**src/rtl/execute_flush_ctrl.sv**
```systemverilog
// -----------------------------------------------------------------------------
// execute_flush_ctrl
//
// Sequencer for the execute-stage flush/redirect path. It takes the flush
// decision for the instruction in EX and registers the redirect PC. It then
// offers that PC to fetch over a valid/ready handshake. The IF and ID stages
// stay squashed for the whole recovery window, and IF stays killed for
// DRAIN_CYC further cycles so that stale fetch responses are dropped.
//
// Ports
//   clk, rst_n      clock, asynchronous active-low reset
//   ex_vld          EX holds a valid instruction
//   inst_branch     EX instruction is a conditional branch
//   inst_jalr       EX instruction is JALR
//   flush_in        flush decision for the EX instruction
//   br_pred         prediction used at fetch (1 = predicted taken)
//   ex_pc           PC of the EX instruction
//   br_target       branch target (pc + imm)
//   jalr_target     rs1 + imm, raw (bit 0 not yet cleared)
//   fe_redir_vld    redirect request to fetch
//   fe_redir_rdy    fetch accepts the redirect
//   fe_redir_pc     redirect PC, stable while fe_redir_vld=1
//   kill_if         squash IF and any fetch response
//   kill_id         squash ID
//   busy            controller not IDLE
//   cnt_flush       accepted flushes, all causes (wrapping)
//   cnt_mispred     accepted flushes caused by conditional branches (wrapping)
//   dbg_state       current FSM state (0 IDLE, 1 REDIR, 2 DRAIN)
//
// Handshake: a redirect is transferred on any rising edge where
// fe_redir_vld=1 and fe_redir_rdy=1. Once fe_redir_vld rises it stays high,
// with fe_redir_pc unchanged, until that edge. fe_redir_rdy may do anything
// while fe_redir_vld=0.
// -----------------------------------------------------------------------------
module execute_flush_ctrl #(
  parameter int ADDR_W    = 32,
  parameter int DRAIN_CYC = 2,
  parameter int CNT_W     = 32
) (
  input  logic              clk,
  input  logic              rst_n,
  input  logic              ex_vld,
  input  logic              inst_branch,
  input  logic              inst_jalr,
  input  logic              flush_in,
  input  logic              br_pred,
  input  logic [ADDR_W-1:0] ex_pc,
  input  logic [ADDR_W-1:0] br_target,
  input  logic [ADDR_W-1:0] jalr_target,
  output logic              fe_redir_vld,
  input  logic              fe_redir_rdy,
  output logic [ADDR_W-1:0] fe_redir_pc,
  output logic              kill_if,
  output logic              kill_id,
  output logic              busy,
  output logic [CNT_W-1:0]  cnt_flush,
  output logic [CNT_W-1:0]  cnt_mispred,
  output logic [1:0]        dbg_state
);

  typedef enum logic [1:0] {
    IDLE  = 2'd0,
    REDIR = 2'd1,
    DRAIN = 2'd2
  } state_t;

  localparam logic [3:0]        DRAIN_LOAD = 4'(DRAIN_CYC);
  localparam logic [ADDR_W-1:0] PC_STEP    = ADDR_W'(4);
  localparam logic [ADDR_W-1:0] LSB_MASK   = ~ADDR_W'(1);

  state_t            state_q, state_d;
  logic [3:0]        drain_q, drain_d;
  logic [ADDR_W-1:0] pc_q, pc_d;
  logic [CNT_W-1:0]  cnt_flush_q, cnt_mispred_q;
  logic [ADDR_W-1:0] redir_sel;
  logic              acc;

  // Redirect target selection. JALR wins over branch when both type bits are
  // set. A branch predicted taken that reaches a flush was actually not
  // taken, so it resumes at the fall-through PC.
  always_comb begin
    redir_sel = br_target;
    if (inst_jalr) begin
      redir_sel = jalr_target & LSB_MASK;
    end else if (br_pred) begin
      redir_sel = ex_pc + PC_STEP;
    end
  end

  // Next-state logic. acc is only possible in IDLE, so flush inputs seen
  // during REDIR/DRAIN are ignored. It is gated by rst_n so that the
  // combinational kills read 0 while reset is asserted.
  always_comb begin
    state_d = state_q;
    drain_d = drain_q;
    pc_d    = pc_q;
    acc     = 1'b0;
    case (state_q)
      IDLE: begin
        acc = rst_n & ex_vld & flush_in & (inst_branch | inst_jalr);
        if (acc) begin
          state_d = REDIR;
          pc_d    = redir_sel;
        end
      end
      REDIR: begin
        if (fe_redir_rdy) begin
          if (DRAIN_CYC == 0) begin
            state_d = IDLE;
          end else begin
            state_d = DRAIN;
            drain_d = DRAIN_LOAD;
          end
        end
      end
      DRAIN: begin
        // Counter holds the number of DRAIN cycles still to run, including
        // this one. Leave when it reads 1.
        if (drain_q <= 4'd1) begin
          state_d = IDLE;
          drain_d = 4'd0;
        end else begin
          drain_d = drain_q - 4'd1;
        end
      end
      default: begin
        state_d = IDLE;
        drain_d = 4'd0;
      end
    endcase
  end

  always_ff @(posedge clk or negedge rst_n) begin
    if (!rst_n) begin
      state_q <= IDLE;
      drain_q <= 4'd0;
      pc_q    <= '0;
    end else begin
      state_q <= state_d;
      drain_q <= drain_d;
      pc_q    <= pc_d;
    end
  end

  // Event counters wrap freely.
  always_ff @(posedge clk or negedge rst_n) begin
    if (!rst_n) begin
      cnt_flush_q   <= '0;
      cnt_mispred_q <= '0;
    end else if (acc) begin
      cnt_flush_q <= cnt_flush_q + CNT_W'(1);
      if (!inst_jalr) begin
        cnt_mispred_q <= cnt_mispred_q + CNT_W'(1);
      end
    end
  end

  assign fe_redir_vld = (state_q == REDIR);
  assign fe_redir_pc  = pc_q;
  assign kill_if      = acc | (state_q != IDLE);
  assign kill_id      = acc | (state_q == REDIR);
  assign busy         = (state_q != IDLE);
  assign cnt_flush    = cnt_flush_q;
  assign cnt_mispred  = cnt_mispred_q;
  assign dbg_state    = state_q;

endmodule

```
**config.mk**
```make
export PLATFORM = sky130hd
export DESIGN_NAME = execute_flush_ctrl
export DESIGN_NICKNAME = d
export VERILOG_FILES = /design/src/rtl/execute_flush_ctrl.sv
export SDC_FILE = /design/constraint.sdc
export NUM_CORES = 1
export LEC_CHECK = 0
export CAP_MARGIN = 20
export CORE_MARGIN = 2
export CORE_UTILIZATION = 41
export CTS_BUF_LIST = sky130_fd_sc_hd__clkbuf_16
export CTS_CLUSTER_DIAMETER = 50
export DETAILED_ROUTE_END_ITERATION = 10
export PLACE_DENSITY = 0.78
export SLEW_MARGIN = 10
export SYNTH_ARGS = -nofsm -noshare
export SYNTH_HDL_FRONTEND = slang
export SYNTH_SLANG_ARGS = --single-unit
```
**constraint.sdc**
```tcl
create_clock -name clk -period 2.1 [get_ports clk]
set_input_delay 0.315 -clock clk [delete_from_list [all_inputs] [get_ports clk]]
set_output_delay 0.315 -clock clk [all_outputs]
set_load 0.05 [all_outputs]
```
* Yosys cells after proc, flatten, opt, wreduce, memory -nomap -nowiden
Cells that the tools add are included.
** Cells by class
- Add/sub/neg operators :: 4
- Order comparisons :: 1
- Eq/ne operators :: 5
- Muxes and demuxes :: 10
- Bitwise logic cells :: 8
- Reductions and logical operators :: 6
** Operator list (count)
- $add 32x1->32 const B :: 2
- $mux 32 :: 2
- $add 32x3->32 const B :: 1
- $pmux 4 s3 :: 1
- $mux 4 :: 2
- $mux 2 :: 3
- $pmux 2 s3 :: 1
- $reduce_and 2->1 :: 3
- $le 4x1->1 const B :: 1
- $ne 2x2->1 const B :: 2
- $sub 4x1->4 const B :: 1
- $and 1x1->1 :: 3
- $or 1x1->1 :: 3
- $reduce_and 3->1 :: 1
- $eq 2x1->1 const B :: 1
- $eq 2x2->1 const B :: 1
- $logic_not 2->1 :: 1
- $ne 2x1->1 const B :: 1
- $not 1->1 :: 2
- $reduce_bool 2->1 :: 1
- $mux 1 :: 1
** Storage, ports and cells
- Flip-flop bits (word level) :: 102
- Bits of input ports :: 104
- Logic and storage cells :: 39

* Depth between registers and ports, before layout
- Word-level depth :: 5
- Mapped depth :: 9

* Worst setup path after synthesis
OpenSTA, ideal clock, no wires.
- Path kind :: register -> output
- Start point :: register state_q[0] (netlist: dbg_state[0])
- End point :: output port kill_id
- Data arrival time :: 2.394 ns
- Required time :: 1.785 ns
- Slack :: -0.609 ns
- Cell stages (with the launch flop) :: 9
- Buffers on the path :: 3
- Path through :: dfrtp_1 inv_1 ha_1 and4_1 buf_2 o21ai_0 clkbuf_1 buf_1 nand2_1
** On the way
- Word-level cells in the longest chain between the ends :: 3
** RTL lines
- start: declaration :: RTL line 71 : state_t state_q, state_d;
- start signal: assignment :: RTL line 139 : state_q <= state_d;
- $logic_not 2->1 :: RTL line 98 : case (state_q)
- $mux 1 :: RTL line 98
- $or 1x1->1 (*) :: RTL line 161 : assign kill_id = acc | (state_q == REDIR);
- end: declaration :: RTL line 54 : output logic kill_id,
Every way passes the cells marked *; elsewhere a longest branch is shown, timed or not.

* Worst setup path in the final report
- Start point :: register state_q[1] (netlist: dbg_state[1])
- End point :: output port kill_id
Same word-level chain as after synthesis.

==> results.sh <==
export IMPL_drt_pass1_iter_count=5
export IMPL_synth_cell_type_count=54
export IMPL_cts_max_level=3
export IMPL_viasPerCell=5.347
export IMPL_totalPowerFinal_uw=7781
export IMPL_syn_area_mm2=0.005582
export IMPL_peakVddDrop_mv=0.7108
export IMPL_critPathArrivalTime_ns=1.74
export IMPL_wl_met2_um=8892
export IMPL_via_count=5604
export IMPL_synth_flop_cell="dfrtp_1"
export IMPL_drt_initial_drc_count=300
export IMPL_antenna_cells=0
export IMPL_grt_overflow=0
export IMPL_cp_end_kind="output port"
export IMPL_power_density_mw_per_mm2=887.3
export IMPL_postRouteWirelength_um=17300
export IMPL_clk_transition_reported_paths_ns=0.07
export IMPL_syn_avg_cell_area_um2=9.349
export IMPL_dieArea_mm2=0.01456
export IMPL_core_mm2=0.01324
export IMPL_cts_path_max_buffers=2
export IMPL_synth_nets=710
export IMPL_worst_pin_slew_ns=0.7408
export IMPL_cp_max_fo=7
export IMPL_globalRouteTotalUtil_pct=23.50
export IMPL_setup_violations=0
export IMPL_start_util_pct=42.15
export IMPL_max_freq_ghz=0.4874
export IMPL_worstSetupPathType="reg -> out"
export IMPL_grt_max_degree=56
export IMPL_layoutNonFillerInstCount=1048
export IMPL_seq_area_frac_synth_pct=45.73
export IMPL_drv_cap=0
export IMPL_hold_viol=0
export IMPL_grt_pass1_vias=5515
export IMPL_wl_met1_um=6941
export IMPL_insertion_delay_ns=0.34
export IMPL_ios=206
export IMPL_setup_worst_path_start_class="flop"
export IMPL_required_ns=1.78
export IMPL_ant_nets=0
export IMPL_relSlewSlack_pct=50.62
export IMPL_port_buffers=204
export IMPL_rsz0062_at_grt="yes"
export IMPL_row_count=42
export IMPL_skew_ns=0.005403
export IMPL_remaining_drc_errors=0
export IMPL_routedWlPerCell_um=16.51
export IMPL_fin_crit_ns=2.052
export IMPL_grt_antenna_before_repair=0
export IMPL_cts_tree="done"
export IMPL_numCtsBuffers=9
export IMPL_slew_viol_final=0
export IMPL_synthArstFlopShare_pct=100.0
export IMPL_dp_hpwl_um=13420
export IMPL_area_delta_synth_final_pct=57.12
export IMPL_timing_reg2reg_setup_slack_ns=0.07
export IMPL_grt_pass1_wl_um=27230
export IMPL_ys_seq_elements=102
export IMPL_synth_edff_count=0
export IMPL_fp_dieH_um=120.7
export IMPL_period_share_pct=97.70
export IMPL_fill_cells=1044
export IMPL_nets=980
export IMPL_syn_inst=597
export IMPL_wl_met3_um=1202
export IMPL_status="complete, no violations"
export IMPL_place_inst=1028
export IMPL_die_width_um=120.7
export IMPL_worst_hold_path_type="in -> async"
export IMPL_root_buffer="clkbuf_16"
export IMPL_cts_sinks=102
export IMPL_yosys_warnings=0
export IMPL_leakage_uw=0.003731
export IMPL_gp_congestion=0.8688
export IMPL_drive_gt1_share_pct=15.25
export IMPL_highest_layer="met4"
[worst max-delay path, stage by stage, from the launching register on]
cell and delay [ns]:
dfrtp_2 0.43, inv_4 0.07, ha_4 0.16, and4_4 0.26, buf_6 0.16, o21ai_4 0.09, nand2_4 0.07, buf_6 0.15
[cells in the final DEF, fill, tap and decap left out, types with 4 or more instances in the layout]
cell	n
clkdlybuf4s50_1	197
dfrtp_1	90
buf_4	76
nand2_1	60
xnor2_1	52
nor2_1	50
o21ai_0	34
nand3_1	32
xor2_1	32
a21oi_1	32
nand4_1	20
inv_1	15
nor3_1	12
and3_1	12
and4_1	12
dfrtp_2	12
nand2b_1	11
clkbuf_16	9
mux2i_1	7
a221oi_1	7
o22ai_1	7
ha_1	7
and2_1	6
a31oi_1	4
clkinv_1	4
[path summary, 6_finish.rpt]
path / from / endpoint / cells after the start
hold / removal: rst_n / cnt_flush[20] / 2
max in group asynchronous: rst_n / cnt_mispred[17] / 3
setup reg to reg: dbg_state[1] / cnt_mispred[23] / 7
min in group clk: cnt_mispred[31] / cnt_mispred[31] / 1
setup / recovery: dbg_state[1] / kill_id / 7
hold reg to reg: cnt_mispred[31] / cnt_mispred[31] / 1
[registers in the layout (all words and copies together) (netlist names)]
signal       cells
drain_q          4
dbg_state        2
cnt_flush       32
cnt_mispred     32
fe_redir_pc     32
[per-stage QoR]
| stage | cell area, µm² | setup slack (ns) | hold slack, ns | setup TNS, ns | util (%) |
|---|---|---|---|---|---|
| 4_1_cts | 8713 | 0.01769 | 0.2030 | 0 | 65.80 |
| 6_report | 8770 | 0.04834 | 0.1821 | 0 | 66.22 |
| 5_1_grt | 8770 | -0.03789 | 0.2489 | -0.1480 | 66.22 |
| 3_5_place_dp | 8436 | -0.3901 | 0.4674 | -6.778 | 63.70 |
| 2_1_floorplan | 5702 | -0.05502 | 0.01941 | -0.1558 | - |
| 3_3_place_gp | 8436 | -0.3569 | 0.4582 | -4.739 | 63.70 |
[cell type report]
cell class              count  area [µm²]  area share (%)
repair buffers            279        2630           29.99
clock buffers               9       225.2           2.568
multi-input cells         459        3027           34.51
flip-flops and latches    102        2567           29.28
well taps                 176       220.2           2.511
clock inverters             7       35.03          0.3995
inverters                  16       65.06          0.7419
[cells in the mapped netlist (3+ instances only)]
cell      count  share of area (%)
a211oi_1      3               0.40
a21oi_1      32                2.9
a221oi_1      7                1.1
a222oi_1      3               0.54
a31oi_1       4               0.45
and2_1        6               0.67
and3_1       12                1.3
and4_1       13                2.0
clkbuf_1     15                1.0
dfrtp_1     102                 46
ha_1          9                2.0
inv_1        15                1.0
mux2i_1       7                1.3
nand2_1      62                4.2
nand2b_1     11                1.2
nand3_1      32                2.9
nand4_1      20                2.2
nor2_1       51                3.4
nor3_1       13                1.2
nor3b_1       3               0.40
nor4_1        8               0.90
o21ai_0      36                3.2
o22ai_1       7               0.78
or2_2         3               0.34
or3_1         4               0.45
xnor2_1      52                8.2
xor2_1       32                5.0
[cells by family (layout without fill, tap and decap cells)]
logic type / Yosys count / count (layout) / share of synthesized area [%]
AND/OR/NAND/NOR: 250 / 250 / 23.27
flip-flops: 102 / 102 / 45.73
XOR/XNOR: 84 / 84 / 13.18
AO/OA/AOI/OAI: 108 / 108 / 11.75
buffers and inverters: 36 / 311 / 2.600
adder cells (fa/ha/maj): 9 / 9 / 2.018
multiplexers: 8 / 8 / 1.457
[where the power goes]
group	leakage, µW	switching [µW]	internal, µW
combinational	0.00228	2290	1360
clock	0.000131	728	786
sequential	0.00132	280	2340
[layer usage]
metal / up-vias / global-route usage [%]
met1: 2696 / 28.92
li1: 2668 / -
met2: 220 / 41.42
met4: 0 / 7.049
met3: 20 / 4.811
met5: - / 0
[repair_timing]
item | 4_1_cts | 5_1_grt
buffers inserted | 1 | 3
gates cloned | 0 | 0
endpoints found under the setup margin | 8 | 10
pin swaps | 1 | 9
gates resized for setup | 4 | 8
endpoints found under the hold margin | 0 | 0
hold buffers | 0 | 0
Power figures use the tool's default switching activity.
